**config.mk**
```make
export PLATFORM = sky130hd
export DESIGN_NAME = irig_frame_accumulator_flat
export DESIGN_NICKNAME = d
export VERILOG_FILES = /design/src/rtl/irig_pkg.sv /design/src/rtl/irig_frame_accumulator_if.sv /design/src/rtl/irig_bcd_weight.sv /design/src/rtl/irig_frame_accumulator.sv /design/src/flat_wrapper.sv
export SDC_FILE = /design/constraint.sdc
export NUM_CORES = 1
export LEC_CHECK = 0
export BUFFER_PORTS_ARGS = -buffer_cell sky130_fd_sc_hd__buf_2
export CORE_MARGIN = 2
export CORE_UTILIZATION = 46
export DETAILED_ROUTE_END_ITERATION = 12
export GPL_ROUTABILITY_DRIVEN = 0
export SYNTH_ARGS = -nofsm -noshare
export SYNTH_HDL_FRONTEND = slang
export SYNTH_SLANG_ARGS = --single-unit
export TNS_END_PERCENT = 1
```
**constraint.sdc**
```tcl
create_clock -name clk -period 4.8 [get_ports clk]
set_clock_uncertainty 0.05 [all_clocks]
set_input_delay 0.48 -clock clk [delete_from_list [all_inputs] [get_ports clk]]
set_output_delay 0.48 -clock clk [all_outputs]
set_load 0.05 [all_outputs]
```
**src/rtl/irig_pkg.sv**
```systemverilog
// irig_pkg: shared constants, field limit table and FSM state type
// for the IRIG frame accumulator.
package irig_pkg;

    localparam int FLD_SEC  = 0;
    localparam int FLD_MIN  = 1;
    localparam int FLD_HOUR = 2;
    localparam int FLD_DAY  = 3;
    localparam int FLD_YEAR = 4;

    // Internal accumulator width (holds up to 3 BCD digits).
    localparam int ACC_W = 10;

    localparam int ERR_BCD   = 0;
    localparam int ERR_RANGE = 1;
    localparam int ERR_MALF  = 2;
    localparam int ERR_OVR   = 3;

    typedef enum logic [1:0] {
        IDLE  = 2'd0,
        ACCUM = 2'd1,
        CHECK = 2'd2
    } state_t;

    // Fields beyond the year have no limits apart from the width check.
    function automatic logic [ACC_W-1:0] fld_lo(input int idx);
        case (idx)
            FLD_DAY: fld_lo = ACC_W'(1);
            default: fld_lo = '0;
        endcase
    endfunction

    function automatic logic [ACC_W-1:0] fld_hi(input int idx);
        case (idx)
            FLD_SEC:  fld_hi = ACC_W'(59);
            FLD_MIN:  fld_hi = ACC_W'(59);
            FLD_HOUR: fld_hi = ACC_W'(23);
            FLD_DAY:  fld_hi = ACC_W'(366);
            FLD_YEAR: fld_hi = ACC_W'(99);
            default:  fld_hi = '1;
        endcase
    endfunction

endpackage

```
**src/rtl/irig_frame_accumulator_if.sv**
```systemverilog
// irig_frame_accumulator_if: committed-timestamp drain handshake.
// master: ts_fields/ts_valid out, ts_ready in. slave: the consumer.
interface irig_frame_accumulator_if #(
    parameter int NUM_FIELDS = 5,
    parameter int FIELD_W    = 9
) ();
    logic [NUM_FIELDS*FIELD_W-1:0] ts_fields;
    logic                          ts_valid;
    logic                          ts_ready;

    modport master (
        output ts_fields,
        output ts_valid,
        input  ts_ready
    );

    modport slave (
        input  ts_fields,
        input  ts_valid,
        output ts_ready
    );
endinterface

```
**src/rtl/irig_bcd_weight.sv**
```systemverilog
// irig_bcd_weight: maps (bit index, digit index) to its decimal weight
// and flags whether the digit index is legal for MAX_DIGITS.
// Ports: i_bit_idx, i_digit_idx in; o_weight, o_digit_ok out.
module irig_bcd_weight
    import irig_pkg::*;
#(
    parameter int MAX_DIGITS = 3
) (
    input  logic [1:0]       i_bit_idx,
    input  logic [1:0]       i_digit_idx,
    output logic [ACC_W-1:0] o_weight,
    output logic             o_digit_ok
);

    logic [ACC_W-1:0] w_base;

    always_comb begin
        w_base     = ACC_W'(1) << i_bit_idx;
        o_digit_ok = int'(i_digit_idx) < MAX_DIGITS;
        case (i_digit_idx)
            2'd0:    o_weight = w_base;
            2'd1:    o_weight = w_base * ACC_W'(10);
            2'd2:    o_weight = w_base * ACC_W'(100);
            default: o_weight = '0;
        endcase
    end

endmodule

```
**src/rtl/irig_frame_accumulator.sv**
```systemverilog
// irig_frame_accumulator: accumulates weighted BCD bits into timestamp
// fields over one IRIG frame, checks them and commits atomically.
// Ports: clk, rst_n; frame_start/frame_end pulses; bit_valid, bcd_bit,
// bcd_bit_idx, bcd_digit_idx, field_sel bit bus; ts_if drain handshake
// (ts_fields, ts_valid, ts_ready); frame_err pulse and err_code.
module irig_frame_accumulator
    import irig_pkg::*;
#(
    parameter int NUM_FIELDS = 5,
    parameter int MAX_DIGITS = 3,
    parameter int FIELD_W    = 9,
    parameter int CHECK_EN   = 1
) (
    input  logic                  clk,
    input  logic                  rst_n,
    input  logic                  frame_start,
    input  logic                  frame_end,
    input  logic                  bit_valid,
    input  logic                  bcd_bit,
    input  logic [1:0]            bcd_bit_idx,
    input  logic [1:0]            bcd_digit_idx,
    input  logic [NUM_FIELDS-1:0] field_sel,
    irig_frame_accumulator_if.master ts_if,
    output logic                  frame_err,
    output logic [3:0]            err_code
);

    typedef logic [NUM_FIELDS-1:0][ACC_W-1:0]         acc_t;
    typedef logic [NUM_FIELDS-1:0][MAX_DIGITS-1:0][3:0] nib_t;

    state_t                        r_state;
    acc_t                          r_acc;
    nib_t                          r_nib;
    logic                          r_malf;
    acc_t                          r_snap_acc;
    nib_t                          r_snap_nib;
    logic                          r_snap_malf;
    logic                          r_restart;
    logic [NUM_FIELDS*FIELD_W-1:0] r_ts_fields;
    logic                          r_ts_valid;
    logic                          r_frame_err;
    logic [3:0]                    r_err_code;

    logic [ACC_W-1:0]              w_weight;
    logic                          w_digit_ok;
    logic                          w_sel_ok;
    logic                          w_in_frame;
    logic                          w_hit;
    logic                          w_malf_bit;
    acc_t                          w_acc_nxt;
    nib_t                          w_nib_nxt;
    logic [NUM_FIELDS-1:0]         w_fld_bcd;
    logic [NUM_FIELDS-1:0]         w_fld_rng;
    logic [3:0]                    w_err;
    logic [NUM_FIELDS*FIELD_W-1:0] w_fields;

    irig_bcd_weight #(
        .MAX_DIGITS (MAX_DIGITS)
    ) u_weight (
        .i_bit_idx   (bcd_bit_idx),
        .i_digit_idx (bcd_digit_idx),
        .o_weight    (w_weight),
        .o_digit_ok  (w_digit_ok)
    );

    // A bit coinciding with frame_start belongs to no frame.
    assign w_in_frame = (r_state == ACCUM) && bit_valid && !frame_start;
    assign w_sel_ok   = $onehot(field_sel);
    assign w_hit      = w_in_frame && w_sel_ok && w_digit_ok;
    assign w_malf_bit = w_in_frame && !(w_sel_ok && w_digit_ok);

    always_comb begin
        w_acc_nxt = r_acc;
        w_nib_nxt = r_nib;
        for (int f = 0; f < NUM_FIELDS; f++) begin
            if (w_hit && field_sel[f]) begin
                if (bcd_bit)
                    w_acc_nxt[f] = r_acc[f] + w_weight;
                for (int d = 0; d < MAX_DIGITS; d++)
                    if (int'(bcd_digit_idx) == d)
                        w_nib_nxt[f][d][bcd_bit_idx] = bcd_bit;
            end
        end
    end

    for (genvar f = 0; f < NUM_FIELDS; f++) begin : g_chk
        logic [MAX_DIGITS-1:0] w_bad;
        logic                  w_wide;
        logic                  w_lim;

        for (genvar d = 0; d < MAX_DIGITS; d++) begin : g_dig
            assign w_bad[d] = r_snap_nib[f][d][3]
                            & (r_snap_nib[f][d][2] | r_snap_nib[f][d][1]);
        end

        assign w_wide = int'(r_snap_acc[f]) >= (1 << FIELD_W);

        if (CHECK_EN != 0) begin : g_lim
            assign w_lim = (r_snap_acc[f] < fld_lo(f))
                         || (r_snap_acc[f] > fld_hi(f));
        end else begin : g_nolim
            assign w_lim = 1'b0;
        end

        assign w_fld_bcd[f] = |w_bad;
        assign w_fld_rng[f] = w_wide | w_lim;
    end

    always_comb begin
        w_err            = '0;
        w_err[ERR_BCD]   = |w_fld_bcd;
        w_err[ERR_RANGE] = |w_fld_rng;
        w_err[ERR_MALF]  = r_snap_malf;
    end

    always_comb begin
        w_fields = '0;
        for (int f = 0; f < NUM_FIELDS; f++)
            w_fields[f*FIELD_W +: FIELD_W] = FIELD_W'(r_snap_acc[f]);
    end

    always_ff @(posedge clk or negedge rst_n) begin
        if (!rst_n) begin
            r_state     <= IDLE;
            r_acc       <= '0;
            r_nib       <= '0;
            r_malf      <= 1'b0;
            r_snap_acc  <= '0;
            r_snap_nib  <= '0;
            r_snap_malf <= 1'b0;
            r_restart   <= 1'b0;
            r_ts_fields <= '0;
            r_ts_valid  <= 1'b0;
            r_frame_err <= 1'b0;
            r_err_code  <= '0;
        end else begin
            r_frame_err <= 1'b0;

            if (r_ts_valid && ts_if.ts_ready)
                r_ts_valid <= 1'b0;

            if (frame_start) begin
                r_acc  <= '0;
                r_nib  <= '0;
                r_malf <= 1'b0;
            end else if (r_state == ACCUM) begin
                r_acc  <= w_acc_nxt;
                r_nib  <= w_nib_nxt;
                r_malf <= r_malf | w_malf_bit;
            end

            case (r_state)
                IDLE: begin
                    if (frame_start)
                        r_state <= ACCUM;
                end
                ACCUM: begin
                    if (frame_end) begin
                        r_snap_acc  <= w_acc_nxt;
                        r_snap_nib  <= w_nib_nxt;
                        r_snap_malf <= r_malf | w_malf_bit;
                        r_restart   <= frame_start;
                        r_state     <= CHECK;
                    end
                end
                CHECK: begin
                    r_restart <= 1'b0;
                    r_state   <= (r_restart || frame_start) ? ACCUM : IDLE;
                    if (|w_err) begin
                        r_frame_err <= 1'b1;
                        r_err_code  <= w_err;
                    end else begin
                        // Unconsumed frame gets overwritten: flag overrun.
                        r_ts_fields <= w_fields;
                        r_ts_valid  <= 1'b1;
                        r_err_code  <= '0;
                        r_err_code[ERR_OVR] <= r_ts_valid && !ts_if.ts_ready;
                    end
                end
                default: r_state <= IDLE;
            endcase
        end
    end

    assign ts_if.ts_fields = r_ts_fields;
    assign ts_if.ts_valid  = r_ts_valid;
    assign frame_err       = r_frame_err;
    assign err_code        = r_err_code;

endmodule

```
**src/flat_wrapper.sv**
```systemverilog
// flat-port wrapper written by rule: the top's interface ports become plain ports
module irig_frame_accumulator_flat import irig_pkg::*;
#(
    parameter int NUM_FIELDS = 5,
    parameter int MAX_DIGITS = 3,
    parameter int FIELD_W    = 9,
    parameter int CHECK_EN   = 1
)
  (clk, rst_n, frame_start, frame_end, bit_valid, bcd_bit, bcd_bit_idx, bcd_digit_idx, field_sel, frame_err, err_code, ts_if_ts_fields, ts_if_ts_valid, ts_if_ts_ready);
  irig_frame_accumulator_if #(.NUM_FIELDS(NUM_FIELDS), .FIELD_W(FIELD_W)) ts_if_i ();
  input  logic clk;
  input  logic rst_n;
  input  logic frame_start;
  input  logic frame_end;
  input  logic bit_valid;
  input  logic bcd_bit;
  input  logic [1:0] bcd_bit_idx;
  input  logic [1:0] bcd_digit_idx;
  input  logic [NUM_FIELDS-1:0] field_sel;
  output logic frame_err;
  output logic [3:0] err_code;
  output wire logic [$bits(ts_if_i.ts_fields)-1:0] ts_if_ts_fields;
  output wire logic [$bits(ts_if_i.ts_valid)-1:0] ts_if_ts_valid;
  input wire logic [$bits(ts_if_i.ts_ready)-1:0] ts_if_ts_ready;
  assign ts_if_ts_fields = ts_if_i.ts_fields;
  assign ts_if_ts_valid = ts_if_i.ts_valid;
  assign ts_if_i.ts_ready = ts_if_ts_ready;
  irig_frame_accumulator #(.NUM_FIELDS(NUM_FIELDS), .MAX_DIGITS(MAX_DIGITS), .FIELD_W(FIELD_W), .CHECK_EN(CHECK_EN)) u_core (.clk(clk), .rst_n(rst_n), .frame_start(frame_start), .frame_end(frame_end), .bit_valid(bit_valid), .bcd_bit(bcd_bit), .bcd_bit_idx(bcd_bit_idx), .bcd_digit_idx(bcd_digit_idx), .field_sel(field_sel), .ts_if(ts_if_i), .frame_err(frame_err), .err_code(err_code));
endmodule
```
Word-level counts from Yosys, hierarchy flattened
Cells that the tools add are included.
Storage, ports and cells
  bits in registers: 276
  output and inout port bits: 51
Cells by class
  add/subtract/negate cells: 9
  multipliers: 2
  $lt $le $gt $ge: 18
  equal/unequal tests: 9
  shift operators: 1
  mux-type cells: 66
  bitwise gates (word level): 37
  reductions and logical operators: 35
Operators by type and width (count)
  $mux 60: 2
  $mux 10: 10
  $mux 50: 2
  $mux 4: 16
  $bwmux 4: 15
  $mux 12: 5
  $add 10x10->10: 5
  $ge 10x10->1 const B: 5
  $lt 10x1->1 const B: 5
  $pmux 10 s3: 1
  $or 1x1->1: 21
  $reduce_or 21->1: 1
  $gt 10x6->1 const B: 2
  $and 1x1->1: 15
  $reduce_or 15->1: 1
  $logic_and 1x1->1: 14
  $gt 10x5->1 const B: 1
  $gt 10x7->1 const B: 1
  $gt 10x9->1 const B: 1
  $mul 10x3->9 const B: 1
  $mul 10x5->8 const B: 1
  $mux 1: 10
  $shl 1x2->10 const A: 1
  $eq 2x2->1 const B: 4
  20 further kinds: 37

Longest topological paths before layout
  word-level depth: 10
  gate-level depth with buffers: 15

Modules after synthesis
From an unflattened synthesis, not the netlist that was laid out.
Second synthesis, totals
  cells, all modules: 1238
  area total of the unflattened synthesis: 12259.3 µm²
By module, submodules not included
  irig_frame_accumulator: times used 1, cells an instance 1187, area each 11855.1 µm², seq. area each 6155.9 µm²
  irig_bcd_weight: times used 1, cells an instance 51, area each 404.1 µm², seq. area each 0.0 µm²

Worst setup path after synthesis
Ideal clock, no wire load.
  path kind: input port to flip-flop
  start point: input port bcd_bit_idx[1]
  end point: register u_core.r_snap_acc[19] (netlist name)
  data arrival time: 3508 ps
  path slack: 1160 ps
  stages on the path: 14
  buffers on the path: 1
  cells stage by stage: inv_1 > ha_1 > clkbuf_1 > xor2_1 > ha_1 > nand2_1 > nand2_1 > ha_1 > and3_1 > a2111oi_0 > o22ai_1 > xnor2_1 > or3_1 > a31oi_1
Between the ends
  cells in the longest elaborated chain, start to end: 6
  elaborated cells between the ends (all ways): 7
  classes of those cells: 1 x add/sub; 2 x mul; 1 x shift; 3 x mux
Ends and longest elaborated chain
  start, declared: RTL line flat_wrapper.sv:17  | input logic [1:0] bcd_bit_idx;
  $shl 1x2->10 (*): RTL line irig_bcd_weight.sv:18  | w_base = ACC_W'(1) << i_bit_idx;
  $mul 10x3->9 or $mul 10x5->8 (tied branches): RTL line irig_bcd_weight.sv:22, irig_bcd_weight.sv:23
  $pmux 10 s3 (*): RTL line irig_bcd_weight.sv:20  | case (i_digit_idx)
  $add 10x10->10 (*): RTL line irig_frame_accumulator.sv:78  | w_acc_nxt[f] = r_acc[f] + w_weight;
  $mux 10 (*): RTL line irig_frame_accumulator.sv:77  | if (bcd_bit)
  $mux 10 (*): RTL line irig_frame_accumulator.sv:76  | if (w_hit && field_sel[f]) begin
  end signal, assigned: RTL line irig_frame_accumulator.sv:159  | r_snap_acc <= w_acc_nxt;
  end, declared: RTL line irig_frame_accumulator.sv:35  | acc_t r_snap_acc;
Every way passes the cells marked *; elsewhere a longest branch is shown, timed or not.
A chain may end at the register's enable or synchronous reset.

Worst setup path after layout
  start point: input port bcd_bit_idx[0]
  end point: register u_core.r_snap_acc[18] (netlist name)
Same word-level chain as after synthesis.

==> impl_metrics.env <==
export IMPL_status="finished clean"
export IMPL_pwr_share_clk=0.383
export IMPL_ys_seq_elements=246
export IMPL_final_cells=1703
export IMPL_synth_warnings=0
export IMPL_relSlewSlack=0.3445
export IMPL_clockRootBuffer="clkbuf_16"
export IMPL_ys_seq_area_frac=0.4920
export IMPL_die_w_um=168.9
export IMPL_fmax_mhz=276.1
export IMPL_vias_per_cell=5.561
export IMPL_fin_tns_setup_ns=0
export IMPL_cts_num_sinks=246
export IMPL_hp_class="input pin to flip-flop"
export IMPL_diodes=0
export IMPL_p_sw_frac=0.2910
export IMPL_area_delta_synth_final_pct=11.92
export IMPL_critPathKind="input pin to flip-flop"
export IMPL_seq_power_share=0.468
export IMPL_rsz0062_at_grt="no"
export IMPL_dr_pass1_iters=5
export IMPL_design_area_sq_um=14000
export IMPL_grt_pass1_wl_um=49010
export IMPL_power_leakage_uw=0.006918
export IMPL_drcViolationCount=0
export IMPL_core_area_sq_um=26800
export IMPL_multi_input_area_sq_um=6035
export IMPL_post_cts_buffers=0
export IMPL_overflow=0
export IMPL_start_util=0.4668
export IMPL_synth_cell_type_count=56
export IMPL_cell_internal_pwr_uw=3571
export IMPL_maxCapViolCount=0
export IMPL_hold_viol=0
export IMPL_tritoncts="built"
export IMPL_grt_start_max_net_pins=122
export IMPL_cp_required_ns=5.22
export IMPL_antenna_found_initial=0
export IMPL_ir_drop_v=0.0002611
export IMPL_fin_crit_sh=0.7545
export IMPL_tightest_slew_ns=0.9819
export IMPL_final_max_slew_viol_count=0
export IMPL_place_inst=1656
export IMPL_final_core_util=0.5225
export IMPL_num_rows=60
export IMPL_worst_setup_path_start_kind="input pin"
export IMPL_cts_buffers=27
export IMPL_cts_resized=0
export IMPL_fin_crit_ns=3.621
export IMPL_post_dp_cell_area_sq_um=13180
export IMPL_finalNetCount=1426
export IMPL_clk_pin_slew_ns=0.06
export IMPL_ios=67
export IMPL_drive_above_1_share=0.1057
export IMPL_clk_insertion_delay_late_ns=0.53
export IMPL_hpwl_um=19830
export IMPL_synth_cells=1290
export IMPL_synth_area_sq_um=12510
export IMPL_crit_fanout=7
export IMPL_ff_latch_area_sq_um=6156
export IMPL_pwr_share_comb=0.149
export IMPL_powerDensity_nw_per_um2=359.7
export IMPL_io_buffers=66
export IMPL_wl_per_cell_um=17.45
export IMPL_grt_pass1_vias=9129
export IMPL_vias=9471
export IMPL_fill_cells=2478
export IMPL_arrival_ns=4.04
export IMPL_setup_viol=0
export IMPL_ys_flop_type="dfrtp_1"
export IMPL_synth_nets=1371
export IMPL_ctsHoldBuffers=1
export IMPL_ys_async_sr_fraction=1.000
export IMPL_wl_um=29720
export IMPL_drtIter0Drc=698
export IMPL_synth_edf_count=0
export IMPL_dieArea_sq_um=28530
export IMPL_endpoint_kind="flip-flop"
export IMPL_postSynthAreaPerCell_sq_um=9.698
export IMPL_power_switching_uw=1466
export IMPL_fp_dieH_um=168.9
export IMPL_htreeDepth=1
export IMPL_clockBufferDepth=3
export IMPL_ant_nets=0
export IMPL_grt_use_total=0.2135
[power groups by stage]
stage          Clock, uW  Sequential (uW)  Combinational, uW
2_1_floorplan          0             2470                423
3_3_place_gp           0             2390                749
3_5_place_dp           0             2390                757
4_1_cts             1980             2360                759
5_1_grt             2060             2380                838
6_report            1930             2360                751
[cell usage in the layout (no fill, tap or decap), types with 19 or more instances in the layout]
| master | instances |
|---|---|
| dfrtp_1 | 246 |
| nand2_1 | 193 |
| nand3_1 | 32 |
| a31oi_1 | 22 |
| clkbuf_16 | 27 |
| buf_2 | 65 |
| nor3_1 | 25 |
| a21oi_1 | 49 |
| nor2_1 | 161 |
| mux2_1 | 27 |
| a21o_1 | 30 |
| mux2i_1 | 57 |
| ha_1 | 58 |
| xnor2_1 | 19 |
| inv_1 | 19 |
| o21ai_0 | 107 |
[state kept, by name, summed over array words and instances, names as in the netlist]
register / count
u_core.r_nib: 45
u_core.r_malf: 1
u_core.r_acc: 50
u_core.err_code: 4
u_core.frame_err: 1
u_core.r_restart: 1
u_core.r_snap_acc: 50
u_core.r_snap_nib: 45
u_core.ts_if.ts_fields: 45
u_core.r_state: 2
u_core.ts_if.ts_valid: 1
u_core.r_snap_malf: 1
[kinds of logic (layout without fill, tap and decap cells)]
logic type / after synthesis / count (layout) / share of synthesized area
compound gates: 264 / 264 / 0.1271
xor+xnor: 36 / 36 / 0.02520
flops: 246 / 246 / 0.4920
mux: 96 / 96 / 0.08071
fa+ha+maj: 65 / 65 / 0.06921
simple gates: 504 / 504 / 0.1799
buf+inv: 79 / 151 / 0.02580
[worst paths after layout]
check,start,to,slack [ns],cells past startpoint
max in group asynchronous,rst_n,u_core.r_snap_nib[2],3.11,3
min reg2reg,u_core.r_snap_nib[27],u_core.r_snap_nib[27],0.42,2
max,bcd_bit_idx[0],u_core.r_snap_acc[18],1.18,13
min,frame_end,u_core.r_state[0],0.16,2
max reg2reg,u_core.r_snap_acc[35],u_core.ts_if.ts_fields[1],1.84,7
min in group asynchronous,rst_n,u_core.ts_if.ts_fields[36],0.43,2
[layer usage]
| metal | GRT usage | wire length [um] | vias to the layer above | share of wire |
|---|---|---|---|---|
| met3 | 0.02829 | 1331 | 56 | 0.045 |
| met1 | 0.3172 | 14660 | 4593 | 0.49 |
| li1 | - | - | 4622 | - |
| met5 | 0 | 0 | - | 0 |
| met2 | 0.3270 | 12930 | 200 | 0.44 |
| met4 | 0.06334 | 799 | 0 | 0.027 |
[per-stage QoR]
stage                     total power [uW]  hold slack (ns)  setup WS [ns]
after floorplan                       2891           0.1344          1.160
after global placement                3136           0.4085         0.7848
after detailed placement              3150           0.4146         0.7008
after CTS                             5099           0.1295          1.247
after global routing                  5275           0.1474         0.9627
final                                 5037           0.1640          1.179
[synth_stat cells, drive strengths merged, types with 3 or more instances]
cell     instances  share of area
and2            12         0.0060
a31oi           22          0.011
o21ai          107          0.043
ha              58          0.058
fa               7          0.011
clkbuf          43          0.013
o21a             4         0.0024
o22ai            5         0.0025
o41ai            4         0.0028
mux2            39          0.035
nand2b           6         0.0030
buf             16         0.0069
o2111ai          3         0.0021
a21o            30          0.018
or2              3         0.0015
o31ai            4         0.0024
nand3           32          0.013
nand4           14         0.0070
nor2b           15         0.0075
a21oi           49          0.020
inv             20         0.0060
o211ai           9         0.0054
mux2i           57          0.046
and3            14         0.0070
or4              8         0.0051
dfrtp          246           0.49
or3              6         0.0030
o21bai           5         0.0030
nor4            10         0.0062
nand2          193          0.058
nor2           161          0.048
xor2            17          0.012
nor3            25          0.010
a211oi           5         0.0030
xnor2           19          0.013
[area by class of cell]
class	instances	area share
clock buffer	40	0.05531
clock inverter	6	0.002681
inverter	20	0.005361
multi-input combinational	965	0.4310
sequential	246	0.4396
tap	341	0.03047
timing repair buffer	85	0.03556
[critical path: stages]
cell     delay (ns)
buf_2          0.13
inv_1          0.13
ha_1           0.31
mux2i_1        0.10
o21ai_0        0.76
buf_4          0.28
ha_1           0.27
a21o_1         0.19
a21oi_1        0.25
o21ai_0        0.15
o41ai_1        0.49
mux2_2         0.41
nand3_1        0.08
Note: power is estimated with default switching activity, not from simulation.
